===== src/rtl/adder_pkg.sv =====
// +------------------------------------------------------------------+
// | adder_pkg: constants shared by the adder pipeline and consumers  |
// | Rev 1.0                                                          |
// +------------------------------------------------------------------+
`default_nettype none

package adder_pkg;

  localparam int DEFAULT_WIDTH = 16;
  localparam int COUNT_W       = 8;
  localparam int STATE_W       = 2;

  localparam logic [STATE_W-1:0] IDLE  = 2'd0;
  localparam logic [STATE_W-1:0] ACCUM = 2'd1;
  localparam logic [STATE_W-1:0] DONE  = 2'd2;

endpackage

`default_nettype wire


===== src/rtl/adder_result_accumulator_valid_delay_line.sv =====
// +------------------------------------------------------------------+
// | valid_delay_line: LATENCY-stage valid shift register             |
// | Rev 1.0                                                          |
// +------------------------------------------------------------------+
`default_nettype none

module valid_delay_line #(
  parameter int LATENCY = 2
) (
  input  logic clk,
  input  logic reset,
  input  logic d,
  output logic q
);

  logic [LATENCY-1:0] r_stage;

  generate
    if (LATENCY == 1) begin : g_single
      always_ff @(posedge clk) begin
        if (reset) r_stage <= '0;
        else       r_stage <= d;
      end
    end else begin : g_multi
      always_ff @(posedge clk) begin
        if (reset) r_stage <= '0;
        else       r_stage <= {r_stage[LATENCY-2:0], d};
      end
    end
  endgenerate

  assign q = r_stage[LATENCY-1];

endmodule

`default_nettype wire


===== src/rtl/adder_result_accumulator.sv =====
// +------------------------------------------------------------------+
// | adder_result_accumulator: sums BLOCK_LEN adder results per block |
// | Optional macro ACC_SATURATE_EN clamps the total and adds 'sat'.  |
// | Rev 1.0                                                          |
// +------------------------------------------------------------------+
`default_nettype none

module adder_result_accumulator
  import adder_pkg::*;
#(
  parameter int WIDTH     = DEFAULT_WIDTH,
  parameter int ACC_WIDTH = 24,
  parameter int LATENCY   = 2,
  parameter int BLOCK_LEN = 4
) (
  input  logic                 clk,
  input  logic                 reset,
  input  logic                 in_valid,
  input  logic [WIDTH-1:0]     sum,
  input  logic                 cout,
  input  logic                 start,
  input  logic                 out_ready,
  output logic                 out_valid,
  output logic [ACC_WIDTH-1:0] out_data,
  output logic [COUNT_W-1:0]   out_count,
  output logic                 busy,
  output logic                 dropped
`ifdef ACC_SATURATE_EN
  ,
  output logic                 sat
`endif
);

  localparam logic [COUNT_W-1:0] c_block_len = COUNT_W'(BLOCK_LEN);

  logic [STATE_W-1:0]   r_state;
  logic [STATE_W-1:0]   w_next;
  logic                 w_rvalid;
  logic [ACC_WIDTH-1:0] r_acc;
  logic [ACC_WIDTH-1:0] w_acc_next;
  logic [ACC_WIDTH-1:0] w_value;
  logic [ACC_WIDTH-1:0] r_out_data;
  logic [COUNT_W-1:0]   r_count;
  logic                 r_dropped;
  logic                 w_enter;
  logic                 w_accept;
  logic                 w_last;

  valid_delay_line #(
    .LATENCY(LATENCY)
  ) u_vdl (
    .clk  (clk),
    .reset(reset),
    .d    (in_valid),
    .q    (w_rvalid)
  );

  assign w_value  = ACC_WIDTH'({cout, sum});
  assign w_enter  = (r_state == IDLE) && start;
  assign w_accept = (r_state == ACCUM) && w_rvalid;
  assign w_last   = w_accept && ((r_count + 1'b1) == c_block_len);

`ifdef ACC_SATURATE_EN
  logic [ACC_WIDTH:0] w_sum_ext;
  logic               r_sat;
  assign w_sum_ext  = {1'b0, r_acc} + {1'b0, w_value};
  assign w_acc_next = w_sum_ext[ACC_WIDTH] ? {ACC_WIDTH{1'b1}} : w_sum_ext[ACC_WIDTH-1:0];

  always_ff @(posedge clk) begin
    if (reset)                            r_sat <= 1'b0;
    else if (w_enter)                     r_sat <= 1'b0;
    else if (w_accept && w_sum_ext[ACC_WIDTH]) r_sat <= 1'b1;
  end
  assign sat = r_sat;
`else
  assign w_acc_next = r_acc + w_value;
`endif

  always_ff @(posedge clk) begin
    if (reset) r_state <= IDLE;
    else       r_state <= w_next;
  end

  always_comb begin
    w_next = r_state;
    case (r_state)
      IDLE:    if (start) w_next = ACCUM;
      ACCUM:   if (w_last) w_next = DONE;
      DONE:    if (out_ready) w_next = IDLE;
      default: w_next = IDLE;
    endcase
  end

  always_comb begin
    out_valid = (r_state == DONE);
    busy      = (r_state == ACCUM) || (r_state == DONE);
  end

  // A result seen outside ACCUM (including the start cycle) is lost, not counted.
  always_ff @(posedge clk) begin
    if (reset) begin
      r_acc      <= '0;
      r_count    <= '0;
      r_out_data <= '0;
      r_dropped  <= 1'b0;
    end else begin
      if (w_rvalid && (r_state != ACCUM)) r_dropped <= 1'b1;
      if (w_enter) begin
        r_acc   <= '0;
        r_count <= '0;
      end else if (w_accept) begin
        r_acc   <= w_acc_next;
        r_count <= r_count + 1'b1;
        if (w_last) r_out_data <= w_acc_next;
      end
    end
  end

  assign out_data  = r_out_data;
  assign out_count = r_count;
  assign dropped   = r_dropped;

endmodule

`default_nettype wire


===== config.mk =====
export PLATFORM = sky130hd
export DESIGN_NAME = adder_result_accumulator
export DESIGN_NICKNAME = d
export VERILOG_FILES = /design/src/rtl/adder_pkg.sv /design/src/rtl/adder_result_accumulator_valid_delay_line.sv /design/src/rtl/adder_result_accumulator.sv
export SDC_FILE = /design/constraint.sdc
export NUM_CORES = 1
export LEC_CHECK = 0
export ABC_AREA = 1
export CAP_MARGIN = 5
export CORE_ASPECT_RATIO = 0.9
export CORE_MARGIN = 4
export CORE_UTILIZATION = 50
export DETAILED_ROUTE_END_ITERATION = 10
export PLACE_DENSITY = 0.71
export SYNTH_ARGS = -nofsm -noshare
export SYNTH_HDL_FRONTEND = slang
export SYNTH_SLANG_ARGS = --single-unit

===== constraint.sdc =====
create_clock -name clk -period 4.8 [get_ports clk]
set_input_delay 1.2 -clock clk [delete_from_list [all_inputs] [get_ports clk]]
set_output_delay 1.2 -clock clk [all_outputs]
set_load 0.02 [all_outputs]

==> out/metrics.yaml, run 1 <==
placement:
  dp_hpwl_um: 8010
  gp_congestion: 0.937
  post-place-cells: 821
  place_ws_ns: 1.36
  io_buffers: 56
cts:
  cts_hold_repair.buffers: 0
  clock_sinks: 61
  h-tree-depth: 3
  cts.path.max_buffers: 2
  path_clk_slew_ns: 0.07
  postCtsSetupRepairBufs: 0
  root_buffer: "clkbuf_8"
  clk_latency_ns: 0.35
  cts_tree: "built"
  post_cts_resized: 0
  cts_buffers: 9
logic_synthesis:
  synth_top_area_cell: "dfxtp_1"
  yosysMostFrequentCell: "nand2_1"
  synth_enable_flop_cells: 0
  synth_area_mm2: 0.00406
  ys_ff_latch: 61
  synth_commonest_cells: "212 x nand2_1, 124 x inv_1, 105 x nor2_1"
  yosysWarnings: 0
  synth_area_leaders: "dfxtp_1 30%, nand2_1 20%, inv_1 11%"
  syn_nets: 727
  seq_area_frac_synth_pct: 30.0
  synthCells: 681
  synth.top_cell.area_share_pct: 30.0
  syn_avg_cell_area_um2: 5.97
  synthArstFlopShare_pct: 0
  ys.flop_type: "dfxtp_1"
  yosys.cell_types.count: 27
setup_path:
  worstSetupEndpointType: "register"
  reg2reg_depth: 10
  cp.required_ns: 5.03
  crit_path_max_fanout: 4
  arrival_ns: 3.40
  crit_chain: "clkdlybuf4s50_1 > ha_1 > fa_1 > nand3_1 > nand3_1 > nand2_1 > nand2_1 > nand2_1 > a21o_1 > nand2_1 > nor2_1 > nor2_1"
  crit_slowest_cell: "fa_1"
  r2r-start: "r_state[1]"
  critical_path_class: "in -> reg"
  r2r-end: "out_data[12]"
  cpPeakStageDelay_ns: 0.47
  cp_common_cell: "nand2_1"
  startpoint_type: "input pin"
  r2r_slack_ns: 1.85
run:
  cap_viol_max_count: 0
floorplanning:
  die_w_um: 103
  dieArea_mm2: 0.00964
  rows: 30
  io_pins: 57
  dieHeight_um: 93.5
  start_util_pct: 52.6
  core_area_mm2: 0.00773
route:
  drt-total-wl_um: 10600
  vias: 4124
  wl_per_cell_um: 12.7
  drcViolationCount: 0
  vias_per_cell: 4.93
  ant_nets: 0
  drtPass1Iterations: 4
  drt_iter0_markers: 209
global_routing:
  grt_max_degree: 35
  met2_usage_pct: 36.0
  grt_antenna_before_repair: 0
  grt_overflow: 0
  grt-busiest-layer: "met2"
  use_met3_pct: 3.65
  grt_pass1_wl_um: 17500
  grt_pass1_vias: 3732
  grtUsageMet1_pct: 31.8
  grt_usage_pct: 23.1
sta:
  setup_slack_ns: 1.64
  clock.fmax_mhz: 316
  final-max-slew-violation-count: 0
  relSlewSlack_pct: 33.7
  rsz0062_at_grt: "false"
  fin_tns_setup_ns: 0
  fin_crit_sh_pct: 65.9
  tightest_slew_ns: 0.994
  setup_violations: 0
  fin_worst_skew_ns: 0.00911
  hold_violations: 0
  period_minus_slack_ns: 3.16
hold_path:
  hp-class: "reg -> reg"
  hold-path-endpoint: "u_vdl.r_stage[1]"
  hp-start: "u_vdl.r_stage[0]"
  whs_path_depth: 2
finish:
  layout.nets: 782
  multi_input_area_mm2: 0.00229
  drive_gt1_share_pct: 4.59
  diodes: 0
  postLayoutCoreUtil_pct: 63.3
  nFillCells: 749
  final_cells: 837
  areaGrowthSynthToFinish_pct: 20.5
  ff_latch_area_mm2: 0.00122
power:
  peakVddDrop_mv: 0.154
  power_uw: 1340
  cellPowerDensity_mw_per_mm2: 274
  leakagePower_uw: 0.00259
run_status:
  status: "finished clean"
## metal layers
layer | vias to the layer above | share of wire (%) | routed length, um
met3 | 18 | 4.8 | 512
met4 | 0 | 1.9 | 206
li1 | 2174 | - | -
met5 | - | 0 | 0
met2 | 108 | 44 | 4620
met1 | 1824 | 50 | 5260
## worst max-delay path by stage
stage | from | endpoint | depth (start not counted)
after global routing | sum[0] | out_data[12] | 12
final | sum[0] | out_data[12] | 12
after detailed placement | sum[0] | out_data[12] | 12
after floorplan | sum[0] | r_acc[16] | 12
after global placement | sum[0] | out_data[12] | 12
after CTS | sum[0] | out_data[12] | 12
## report_power, final
group	switching, uW	internal, uW	total [uW]
Sequential	16.0	526	542
Combinational	187	111	298
Clock	217	282	499
Total	421	919	1340
## critical path, delay by kind of cell
kind                     cells  cell delay (ns)
AND/OR/NAND/NOR              8             0.95
AO/OA/AOI/OAI                1             0.12
buffers and inverters        1             0.41
adder cells (fa/ha/maj)      2             0.72
## state kept, by name, indices dropped and copies added (netlist names)
| register | flops |
|---|---|
| dropped | 1 |
| out_data | 24 |
| u_vdl.r_stage | 2 |
| r_acc | 24 |
| r_state | 2 |
| out_count | 8 |
## kinds of logic after synthesis
| group | count (synthesis) | synth area share, % |
|---|---|---|
| flip-flops | 61 | 30.0 |
| XOR/XNOR | 11 | 2.37 |
| AO/OA/AOI/OAI | 59 | 7.70 |
| buffers and inverters | 141 | 13.7 |
| AND/OR/NAND/NOR | 385 | 38.6 |
| adder cells (fa/ha/maj) | 24 | 7.57 |
## through the flow
step           hold WS (ns)  area (um^2)
6_report              0.405         4900
5_1_grt               0.436         4900
4_1_cts               0.407         4900
3_5_place_dp          0.397         4680
3_3_place_gp          0.391         4680
2_1_floorplan         0.388         4060
## placed cells by master (no fill, tap or decap)
master           count
a21o_1               1
a21oi_1             28
and2_1               1
buf_4                3
bufinv_16            1
clkbuf_1             1
clkbuf_8            12
clkdlybuf4s50_1     56
clkinv_2             1
clkinvlp_4           1
dfxtp_1             61
fa_1                 1
ha_1                23
inv_1              124
inv_2                2
nand2_1            212
nand2_2              1
nand3_1             40
nand3b_1             2
nand4_1              8
nand4_2              1
nor2_1             105
nor2_2              12
nor3_1               3
o211ai_1             2
o21ai_0             21
o21ai_1              2
o21bai_1             3
o22ai_1              2
xor2_1              11
## area by class of cell
| cell class | instances | share of cell area, % |
|---|---|---|
| Tap cell | 96 | 2.45 |
| Timing Repair Buffer | 59 | 11.9 |
| Clock inverter | 3 | 0.869 |
| Sequential cell | 61 | 24.9 |
| Multi-Input combinational cell | 479 | 46.7 |
| Inverter | 126 | 9.66 |
| Clock buffer | 13 | 3.45 |
No activity file was read; power rests on OpenSTA's default activity.
==> inputs of run 2 (changes only) <==
--- a/config.mk
+++ b/config.mk
@@ -11,7 +11,7 @@
 export CORE_MARGIN = 4
 export CORE_UTILIZATION = 50
 export DETAILED_ROUTE_END_ITERATION = 10
-export PLACE_DENSITY = 0.71
+export PLACE_DENSITY = 0.74
 export SYNTH_ARGS = -nofsm -noshare
 export SYNTH_HDL_FRONTEND = slang
 export SYNTH_SLANG_ARGS = --single-unit
==> constraint.sdc (replaced) <==
create_clock -name clk -period 2.6 [get_ports clk]
set_input_delay 0.65 -clock clk [delete_from_list [all_inputs] [get_ports clk]]
set_output_delay 0.65 -clock clk [all_outputs]
set_load 0.02 [all_outputs]
==> run 2 against run 1 <==
Against the previous run: utilization increased by 3.5 points; clock power increased by 120%; clock-buffer cell count decreased by 2; first-iteration DRC count decreased by 7.7%; hold slack improved by 0.0072 ns; routed wire length increased by 2.8%; non-clock buffer count increased by 28; total power increased by 100%; critical path type unchanged; critical endpoint is now r_acc[14].
==> out/metrics.yaml, run 2 (synthesized netlist as in run 1, its figures left out) <==
setup_path:
  cp_common_cell: "nand2_1"
  worstSetupEndpointType: "register"
  crit_chain: "clkdlybuf4s50_1 > ha_1 > fa_1 > nand3_1 > nand3_1 > nand2_1 > nand2_1 > nand3_1 > nand2_1 > nand2_1 > nand2_1 > o21ai_0 > inv_1"
  r2r_slack_ns: 0.55
  critical-path-top-delay-family: "simple AND/OR/NAND/NOR gates"
  arrival_ns: 2.70
  crit_buf_inv: 2
  cp.required_ns: 2.84
  crit_slowest_cell: "clkdlybuf4s50_1"
  reg2reg_depth: 12
  crit_path_max_fanout: 4
  startpoint_type: "input pin"
  r2r-start: "r_acc[0]"
  cpPeakStageDelay_ns: 0.41
  critical_path_class: "in -> reg"
  r2r-end: "r_acc[14]"
route:
  drt_iter0_markers: 193
  wl_per_cell_um: 12.6
  drt-total-wl_um: 10900
  ant_nets: 0
  drcViolationCount: 0
  vias_per_cell: 4.81
  drtPass1Iterations: 4
  vias: 4159
power:
  cellPowerDensity_mw_per_mm2: 522
  peakVddDrop_mv: 0.269
  power_uw: 2690
  leakagePower_uw: 0.00276
sta:
  fin_tns_setup_ns: 0
  final-max-slew-violation-count: 0
  rsz0062_at_grt: "false"
  clock.fmax_mhz: 407
  tightest_slew_ns: 0.327
  fin_crit_sh_pct: 94.6
  relSlewSlack_pct: 78.2
  setup_slack_ns: 0.140
  fin_worst_skew_ns: 0.0149
  hold_violations: 0
  period_minus_slack_ns: 2.46
  setup_violations: 0
floorplanning:
  dieHeight_um: 93.5
  io_pins: 57
  die_w_um: 103
  dieArea_mm2: 0.00964
  start_util_pct: 52.6
  rows: 30
  core_area_mm2: 0.00773
placement:
  io_buffers: 56
  gp_congestion: 0.963
  postPlaceCellArea_mm2: 0.00491
  post-place-cells: 849
  place_ws_ns: -0.152
  dp_hpwl_um: 8390
cts:
  cts.path.max_buffers: 2
  postCtsSetupRepairBufs: 0
  h-tree-depth: 3
  post_cts_resized: 0
  root_buffer: "clkbuf_8"
  cts_hold_repair.buffers: 0
  clk_latency_ns: 0.35
  path_clk_slew_ns: 0.08
  clock_sinks: 61
  cts_buffers: 9
  cts_tree: "built"
global_routing:
  grt_pass1_vias: 3941
  grt_overflow: 0
  grt_pass1_wl_um: 18100
  grt_max_degree: 49
  grt_usage_pct: 23.8
  grt_antenna_before_repair: 0
hold_path:
  hp-class: "reg -> reg"
  hp-start: "u_vdl.r_stage[0]"
  whs_path_depth: 2
  hold-path-endpoint: "u_vdl.r_stage[1]"
finish:
  multi_input_area_mm2: 0.00229
  layout_commonest_cell: "nand2_1"
  ff_latch_area_mm2: 0.00122
  areaGrowthSynthToFinish_pct: 27.1
  drive_gt1_share_pct: 8.19
  final_cells: 865
  layout.nets: 810
  final_cell_mix: "212 x nand2_1, 124 x inv_1, 105 x nor2_1"
  diodes: 0
  nFillCells: 724
  stdcell_area_mm2: 0.00516
run:
  cap_viol_max_count: 0
run_status:
  status: "finished clean"
[run 2: how the worst max path moves through the flow]
stage	from	to	slack [ns]	cells after the start
floorplan	sum[0]	r_acc[16]	0.42	12
global placement	sum[0]	r_acc[14]	-0.12	13
detailed placement	sum[0]	r_acc[14]	-0.15	13
CTS	sum[0]	r_acc[14]	0.17	13
global route	sum[0]	r_acc[16]	0.007	13
finish	sum[0]	r_acc[14]	0.14	13
[run 2: per-layer routing]
layer  vias to the layer above  wire, um  share of wire [%]  track usage, %
li1                       2230         -                  -               -
met2                        88      5190                 48            40.2
met4                         0       102               0.94            6.90
met5                         -         0                  0               0
met3                        12       532                4.9            4.25
met1                      1829      5080                 47            30.7
[run 2: metrics by stage]
| step | util, % | hold slack, ns |
|---|---|---|
| after detailed placement | 63.5 | 0.406 |
| after global routing | 66.8 | 0.440 |
| final | 66.8 | 0.413 |
| after global placement | 63.5 | 0.391 |
| after floorplan | - | 0.388 |
| after CTS | 66.8 | 0.417 |
[run 2: where the power goes]
group / total, uW / switching, uW / internal [uW] / leakage [uW]
Clock: 1100 / 409 / 691 / 0.000126
Combinational: 593 / 356 / 238 / 0.00215
Sequential: 1000 / 29.3 / 971 / 0.000493
Total: 2690 / 794 / 1900 / 0.00276
[run 2: layout make-up]
cell class                 count  share of cell area, %
clock buffer                  11                   2.93
tap                           96                   2.33
multi-input combinational    479                   44.3
clock inverter                 5                   2.06
timing repair buffer          87                   15.6
sequential                    61                   23.6
inverter                     126                   9.16
[run 2: worst reg2reg max path, cell delays in order (launching register included)]
cell and delay, ns:
dfxtp_1 0.32, ha_1 0.22, fa_1 0.41, nand3_1 0.10
nand3_1 0.17, nand2_1 0.10, nand2_1 0.14, nand3_1 0.13
nand2_1 0.06, nand2_1 0.05, nand2_1 0.06, o21ai_0 0.14
inv_1 0.05
